File: src/rtl/trdb_pkt_priority.sv
// Packet-priority decision for the trdb E-Trace encoder: picks te_inst format/subformat and emitter controls.
// Optional macro TRDB_PRIORITY_OUT_REG_EN registers every output (1-cycle latency); default is combinational.
module trdb_pkt_priority (
  input  logic       clk_i,
  input  logic       rst_ni,
  input  logic       valid_i,
  input  logic       lc_exception_i,
  input  logic       lc_updiscon_i,
  input  logic       tc_qualified_i,
  input  logic       tc_exception_i,
  input  logic       tc_retired_i,
  input  logic       tc_first_qualified_i,
  input  logic       tc_privchange_i,
  input  logic       tc_context_change_i,
  input  logic       tc_gt_max_resync_i,
  input  logic       tc_et_max_resync_i,
  input  logic       tc_branch_map_empty_i,
  input  logic       tc_branch_map_full_i,
  input  logic       tc_enc_enabled_i,
  input  logic       tc_enc_disabled_i,
  input  logic       tc_opmode_change_i,
  input  logic       lc_final_qualified_i,
  input  logic       nc_exception_i,
  input  logic       nc_privchange_i,
  input  logic       nc_context_change_i,
  input  logic       nc_branch_map_empty_i,
  input  logic       nc_qualified_i,
  input  logic       nc_retired_i,
  output logic       valid_o,
  output logic [1:0] packet_format_o,
  output logic [1:0] packet_f_sync_subformat_o,
  output logic       thaddr_o,
  output logic       cause_mux_o,
  output logic       tval_mux_o,
  output logic       resync_timer_rst_o,
  output logic [1:0] qual_status_o
);

  typedef enum logic [1:0] {
    FMT_OPT_EXT = 2'd0,
    FMT_DIFF    = 2'd1,
    FMT_ADDR    = 2'd2,
    FMT_SYNC    = 2'd3
  } fmt_e;

  typedef enum logic [1:0] {
    SF_START   = 2'd0,
    SF_TRAP    = 2'd1,
    SF_CONTEXT = 2'd2,
    SF_SUPPORT = 2'd3
  } subfmt_e;

  typedef enum logic [1:0] {
    QS_NO_CHANGE  = 2'd0,
    QS_ENDED_REP  = 2'd1,
    QS_TRACE_LOST = 2'd2,
    QS_ENDED_NTR  = 2'd3
  } qual_e;

  typedef struct packed {
    logic    valid;
    fmt_e    fmt;
    subfmt_e subfmt;
    logic    thaddr;
    logic    cause_mux;
    logic    tval_mux;
    logic    resync_rst;
    qual_e   qual;
  } decision_t;

  decision_t dec;
  decision_t out;
  fmt_e      data_fmt;
  logic      started_q;
  logic      need_start;
  logic      nc_flush;
  logic      clears_started;
  logic      unused_nc;

  // These next-stage flags are part of the encoder interface but do not influence the decision.
  assign unused_nc = nc_branch_map_empty_i ^ nc_retired_i;

  // Differential format only pays off when there are branches to report.
  assign data_fmt   = tc_branch_map_empty_i ? FMT_ADDR : FMT_DIFF;
  assign need_start = tc_first_qualified_i | tc_privchange_i | tc_gt_max_resync_i | ~started_q;
  assign nc_flush   = nc_exception_i | nc_privchange_i | nc_context_change_i |
                      ~nc_qualified_i | lc_final_qualified_i;

  always_comb begin
    // NOTE: assign the whole decision a default first so no path leaves a field unassigned (no latch).
    dec = '0;
    if (rst_ni && valid_i) begin
      if (tc_qualified_i) begin
        if (lc_exception_i) begin
          dec.valid      = 1'b1;
          dec.fmt        = FMT_SYNC;
          dec.subfmt     = SF_TRAP;
          dec.thaddr     = 1'b1;
          dec.resync_rst = 1'b1;
        end else if (tc_exception_i && !tc_retired_i) begin
          // Trap on an instruction that never retired: cause/tval belong to the current stage.
          dec.valid      = 1'b1;
          dec.fmt        = FMT_SYNC;
          dec.subfmt     = SF_TRAP;
          dec.cause_mux  = 1'b1;
          dec.tval_mux   = 1'b1;
          dec.resync_rst = 1'b1;
        end else if (need_start) begin
          dec.valid      = 1'b1;
          dec.fmt        = FMT_SYNC;
          dec.subfmt     = SF_START;
          dec.resync_rst = 1'b1;
        end else if (tc_context_change_i) begin
          dec.valid      = 1'b1;
          dec.fmt        = FMT_SYNC;
          dec.subfmt     = SF_CONTEXT;
          dec.resync_rst = 1'b1;
        end else if (lc_updiscon_i) begin
          dec.valid = 1'b1;
          dec.fmt   = data_fmt;
        end else if (tc_et_max_resync_i && !tc_branch_map_empty_i) begin
          dec.valid = 1'b1;
          dec.fmt   = FMT_DIFF;
        end else if (tc_branch_map_full_i) begin
          dec.valid = 1'b1;
          dec.fmt   = FMT_DIFF;
        end else if (nc_flush) begin
          dec.valid = 1'b1;
          dec.fmt   = data_fmt;
        end
      end else begin
        if (tc_enc_disabled_i) begin
          dec.valid  = 1'b1;
          dec.fmt    = FMT_SYNC;
          dec.subfmt = SF_SUPPORT;
          dec.qual   = lc_final_qualified_i ? QS_ENDED_REP : QS_ENDED_NTR;
        end else if (tc_enc_enabled_i || tc_opmode_change_i) begin
          dec.valid  = 1'b1;
          dec.fmt    = FMT_SYNC;
          dec.subfmt = SF_SUPPORT;
          dec.qual   = QS_NO_CHANGE;
        end
      end
    end
  end

  // A support packet that ends tracing forces a fresh start packet on the next qualified instruction.
  assign clears_started = dec.valid && (dec.fmt == FMT_SYNC) && (dec.subfmt == SF_SUPPORT) &&
                          ((dec.qual == QS_ENDED_REP) || (dec.qual == QS_ENDED_NTR));

  always_ff @(posedge clk_i) begin
    // NOTE: sequential state uses non-blocking assignments so every flop samples pre-edge values.
    if (!rst_ni) begin
      started_q <= 1'b0;
    end else if (clears_started) begin
      started_q <= 1'b0;
    end else if (dec.valid && tc_qualified_i) begin
      started_q <= 1'b1;
    end
  end

`ifdef TRDB_PRIORITY_OUT_REG_EN
  decision_t out_q;

  always_ff @(posedge clk_i) begin
    if (!rst_ni) begin
      out_q <= '0;
    end else begin
      out_q <= dec;
    end
  end

  assign out = out_q;
`else
  assign out = dec;
`endif

  assign valid_o                   = out.valid;
  assign packet_format_o           = out.fmt;
  assign packet_f_sync_subformat_o = out.subfmt;
  assign thaddr_o                  = out.thaddr;
  assign cause_mux_o               = out.cause_mux;
  assign tval_mux_o                = out.tval_mux;
  assign resync_timer_rst_o        = out.resync_rst;
  assign qual_status_o             = out.qual;

endmodule

File: config.mk
export PLATFORM = sky130hd
export DESIGN_NAME = trdb_pkt_priority
export DESIGN_NICKNAME = d
export VERILOG_FILES = /design/src/rtl/trdb_pkt_priority.sv
export SDC_FILE = /design/constraint.sdc
export NUM_CORES = 1
export LEC_CHECK = 0
export CAP_MARGIN = 20
export CORE_AREA = 2 2 39 41
export DETAILED_ROUTE_END_ITERATION = 7
export DIE_AREA = 0 0 41 43
export GPL_ROUTABILITY_DRIVEN = 0
export HOLD_SLACK_MARGIN = 0.1
export PLACE_DENSITY = 0.73
export SLEW_MARGIN = 10
export SYNTH_ARGS = -nofsm -noshare
export SYNTH_HDL_FRONTEND = slang
export SYNTH_SLANG_ARGS = --single-unit
File: constraint.sdc
create_clock -name clk_i -period 1.88 [get_ports clk_i]
set_input_delay 0.188 -clock clk_i [delete_from_list [all_inputs] [get_ports clk_i]]
set_output_delay 0.188 -clock clk_i [all_outputs]
set_load 0.03 [all_outputs]
==> flow_summary_export.csv <==
group,metric,value,unit
run_status,outcome,"finished, final reports clean",
synthesis,synth_compound_area_share,27.7,%
place,place_area,662,um^2
setup_path,critical_path.endpoint_type,"output port",
floorplanning,placementRows,14,
detailed_routing,top_layer,"met3",
power,sequentialPowerShare,16.5,%
finish,largest_reg_flops,1,
worst_hold_path,hold_end,"started_q",
synthesis,ys_ff_latch,1,
setup_path,path_class,"input port to output port",
detailed_routing,wl_met2,495,um
power,power.leakage,0.307,nW
synthesis,synth_mux_area_share,0,%
synthesis,synth.cell_area,258,um^2
setup_path,rrSetupSlack,0.42,ns
floorplanning,die_area,1760,um^2
synthesis,avgSynthCellArea,6.44,um^2
power,netSwitchingFraction,35.5,%
finish,postLayoutCoreUtil,47.6,%
sta,setup_viol,0,
detailed_routing,dr_wl_met3,96,um
global_route,antenna_found_initial,0,
setup_path,worstPathRequired,1.69,ns
synthesis,synth_cell_types,20,
floorplanning,dieWidth,41,um
sta,max_freq,554,MHz
detailed_routing,drtAntennaViolNets,0,
detailed_routing,drc,0,
synthesis,syn_inst,40,
synthesis,syn-num-nets,65,
finish,drive_gt1_share,31.7,%
finish,final_nets,109,
sta,fin_crit_sh,96.1,%
power,p_switching,0.0533,mW
sta,hold_violations,0,
synthesis,synth_top_family_by_area,"simple AND/OR/NAND/NOR gates",
setup_path,crit_arrival,1.62,ns
finish,stdcell_area,659,um^2
sta,rsz0062_at_grt,"no",
synthesis,yosys.area_share.simple,55.8,%
worst_hold_path,hp-start,"started_q",
setup_path,critPathLaunchType,"input port",
global_route,grt_overflow,0,
finish,largest-register,"started_q",
power,total_power,0.150,mW
clocking,clock_latency,0,ns
synthesis,synthAdderAreaFrac,0,%
power,pwr_density_cell,228,nW/um^2
synthesis,yosys.area_share.xor_xnor,0,%
place,port_buffers,33,
floorplanning,core-area,1380,um^2
detailed_routing,post_drt_wl_per_cell,10.1,um
detailed_routing,vias,447,
worst_hold_path,hold_depth,3,
detailed_routing,drt_pass1_iterations,3,
detailed_routing,routed_wirelength,993,um
clocking,clk_pin_slew_worst_paths,0,ns
global_route,grt_usage,11.5,%
worst_hold_path,hold_path.class,"flop to flop",
power,intPower,0.0967,mW
sta,slew_headroom,79.7,%
synthesis,synth_warnings,0,
global_route,grt_pass1_vias,396,
sta,fin_tns_setup,0,ns
finish,antennaDiodeCount,0,
setup_path,r2r_start,"started_q",
sta,period_minus_slack,1.81,ns
detailed_routing,wl_met1,400,um
detailed_routing,vias_per_cell,4.56,
sta,slew_violations,0,
synthesis,synth-seq-area-share,7.77,%
synthesis,synth-edff-count,0,
clocking,cts_hold_buffers,0,
setup_path,r2r_cells,5,
power,power_frac_clock,0,%
sta,tightest_slew,0.301,ns
flow_run,cap_violations,0,
place,dpl.hpwl,885,um
global_route,grt_max_degree,10,
finish,area_growth,156,%
floorplanning,start_util,18.6,%
synthesis,synthArstFlopShare,0,%
floorplanning,pin_count,36,
setup_path,r2r-end,"started_q",
power,vdd_ir_drop_max,0.0967,mV
setup_path,critPathMaxFanout,5,
sta,holdWs,0.579,ns
floorplanning,die_height,43,um
finish,top_regs,"started_q: 1 flops",
global_route,grt_pass1_wl,1.50,mm
sta,fin_skew,0,ns
synthesis,yosys_most_used_dff,"dfxtp_1",
power,combPwrFrac,83.5,%
detailed_routing,drt_first_iter_violations,4,
kinds of logic after synthesis:
family                 Yosys count
flip-flops                       1
buffers and inverters            5
AO/OA/AOI/OAI                   12
AND/OR/NAND/NOR                 22
cells in the mapped netlist, drive strengths merged (2+ instances only):
| cell type | count | share of area [%] |
|---|---|---|
| a31oi | 4 | 9.7 |
| nand2 | 4 | 5.8 |
| nor2 | 4 | 5.8 |
| nor2b | 4 | 9.7 |
| a21oi | 3 | 5.8 |
| inv | 3 | 4.4 |
| o21ai | 3 | 5.8 |
| nand3 | 2 | 3.9 |
| nor3 | 2 | 3.9 |
power groups by stage:
stage	Clock, mW	Sequential (mW)	Combinational (mW)
2_1_floorplan	0	0.0245	0.0450
3_3_place_gp	0	0.0247	0.129
3_5_place_dp	0	0.0248	0.130
4_1_cts	0	0.0248	0.126
5_1_grt	0	0.0252	0.136
6_report	0	0.0247	0.125
how the worst max path moves through the flow:
stage,start,endpoint,cells past startpoint
floorplan,started_q,packet_f_sync_subformat_o[1],4
global placement,tc_privchange_i,packet_format_o[0],5
detailed placement,tc_privchange_i,valid_o,5
CTS,tc_enc_disabled_i,packet_f_sync_subformat_o[0],5
global route,tc_enc_disabled_i,packet_f_sync_subformat_o[0],5
finish,tc_enc_disabled_i,packet_f_sync_subformat_o[0],5
placed cells by master, fill, tap and decap left out:
| cell | synthesis | layout |
|---|---|---|
| a21o_1 | 1 | 1 |
| clkdlybuf4s18_2 | 0 | 1 |
| or4b_4 | 1 | 1 |
| nor2_1 | 4 | 4 |
| or4_1 | 1 | 1 |
| buf_2 | 0 | 2 |
| nand4b_1 | 1 | 1 |
| inv_1 | 3 | 3 |
| nor4_4 | 1 | 1 |
| o311ai_0 | 1 | 1 |
| clkdlybuf4s50_1 | 0 | 19 |
| nor3b_2 | 0 | 1 |
| clkdlybuf4s15_2 | 0 | 1 |
| and4b_1 | 1 | 1 |
| a21oi_1 | 3 | 3 |
| o21ai_0 | 3 | 3 |
| dfxtp_1 | 1 | 1 |
| nand2_1 | 4 | 4 |
| nor3_1 | 2 | 2 |
| buf_4 | 1 | 18 |
| a31oi_1 | 4 | 4 |
| nand3_2 | 0 | 1 |
| dlygate4sd2_1 | 0 | 3 |
| nor2b_1 | 4 | 4 |
| nand3_1 | 2 | 1 |
per-layer routing:
layer	vias to the layer above	global-route usage, %
met2	25	21.3
met5	-	0
met1	189	14.6
met4	0	0
met3	0	0.524
li1	233	-
critical path, cell delays in order:
cell and delay, ns:
clkdlybuf4s50_1 0.42, or4_1 0.54, nand3_2 0.14, a21oi_1 0.06, clkdlybuf4s15_2 0.28
cell type report:
| cell class | instances | area (um^2) |
|---|---|---|
| inverter | 3 | 11.3 |
| fill | 147 | 724 |
| sequential | 1 | 20.0 |
| multi-input combinational | 34 | 225 |
| tap | 16 | 20.0 |
| timing repair buffer | 44 | 383 |
what timing repair did:
item / CTS / global route
pin swaps: 3 / 1
setup endpoints to repair: 6 / 4
buffers inserted: 1 / 0
resized for setup: 29 / 1
hold endpoints to repair: 0 / 0
metrics by stage:
step,worst slack (ns),cells
floorplan,0.219,40
global placement,-0.436,97
detailed placement,-0.468,97
CTS,0.0171,98
global route,0.0270,98
finish,0.0740,98
Power figures use the tool's default switching activity.
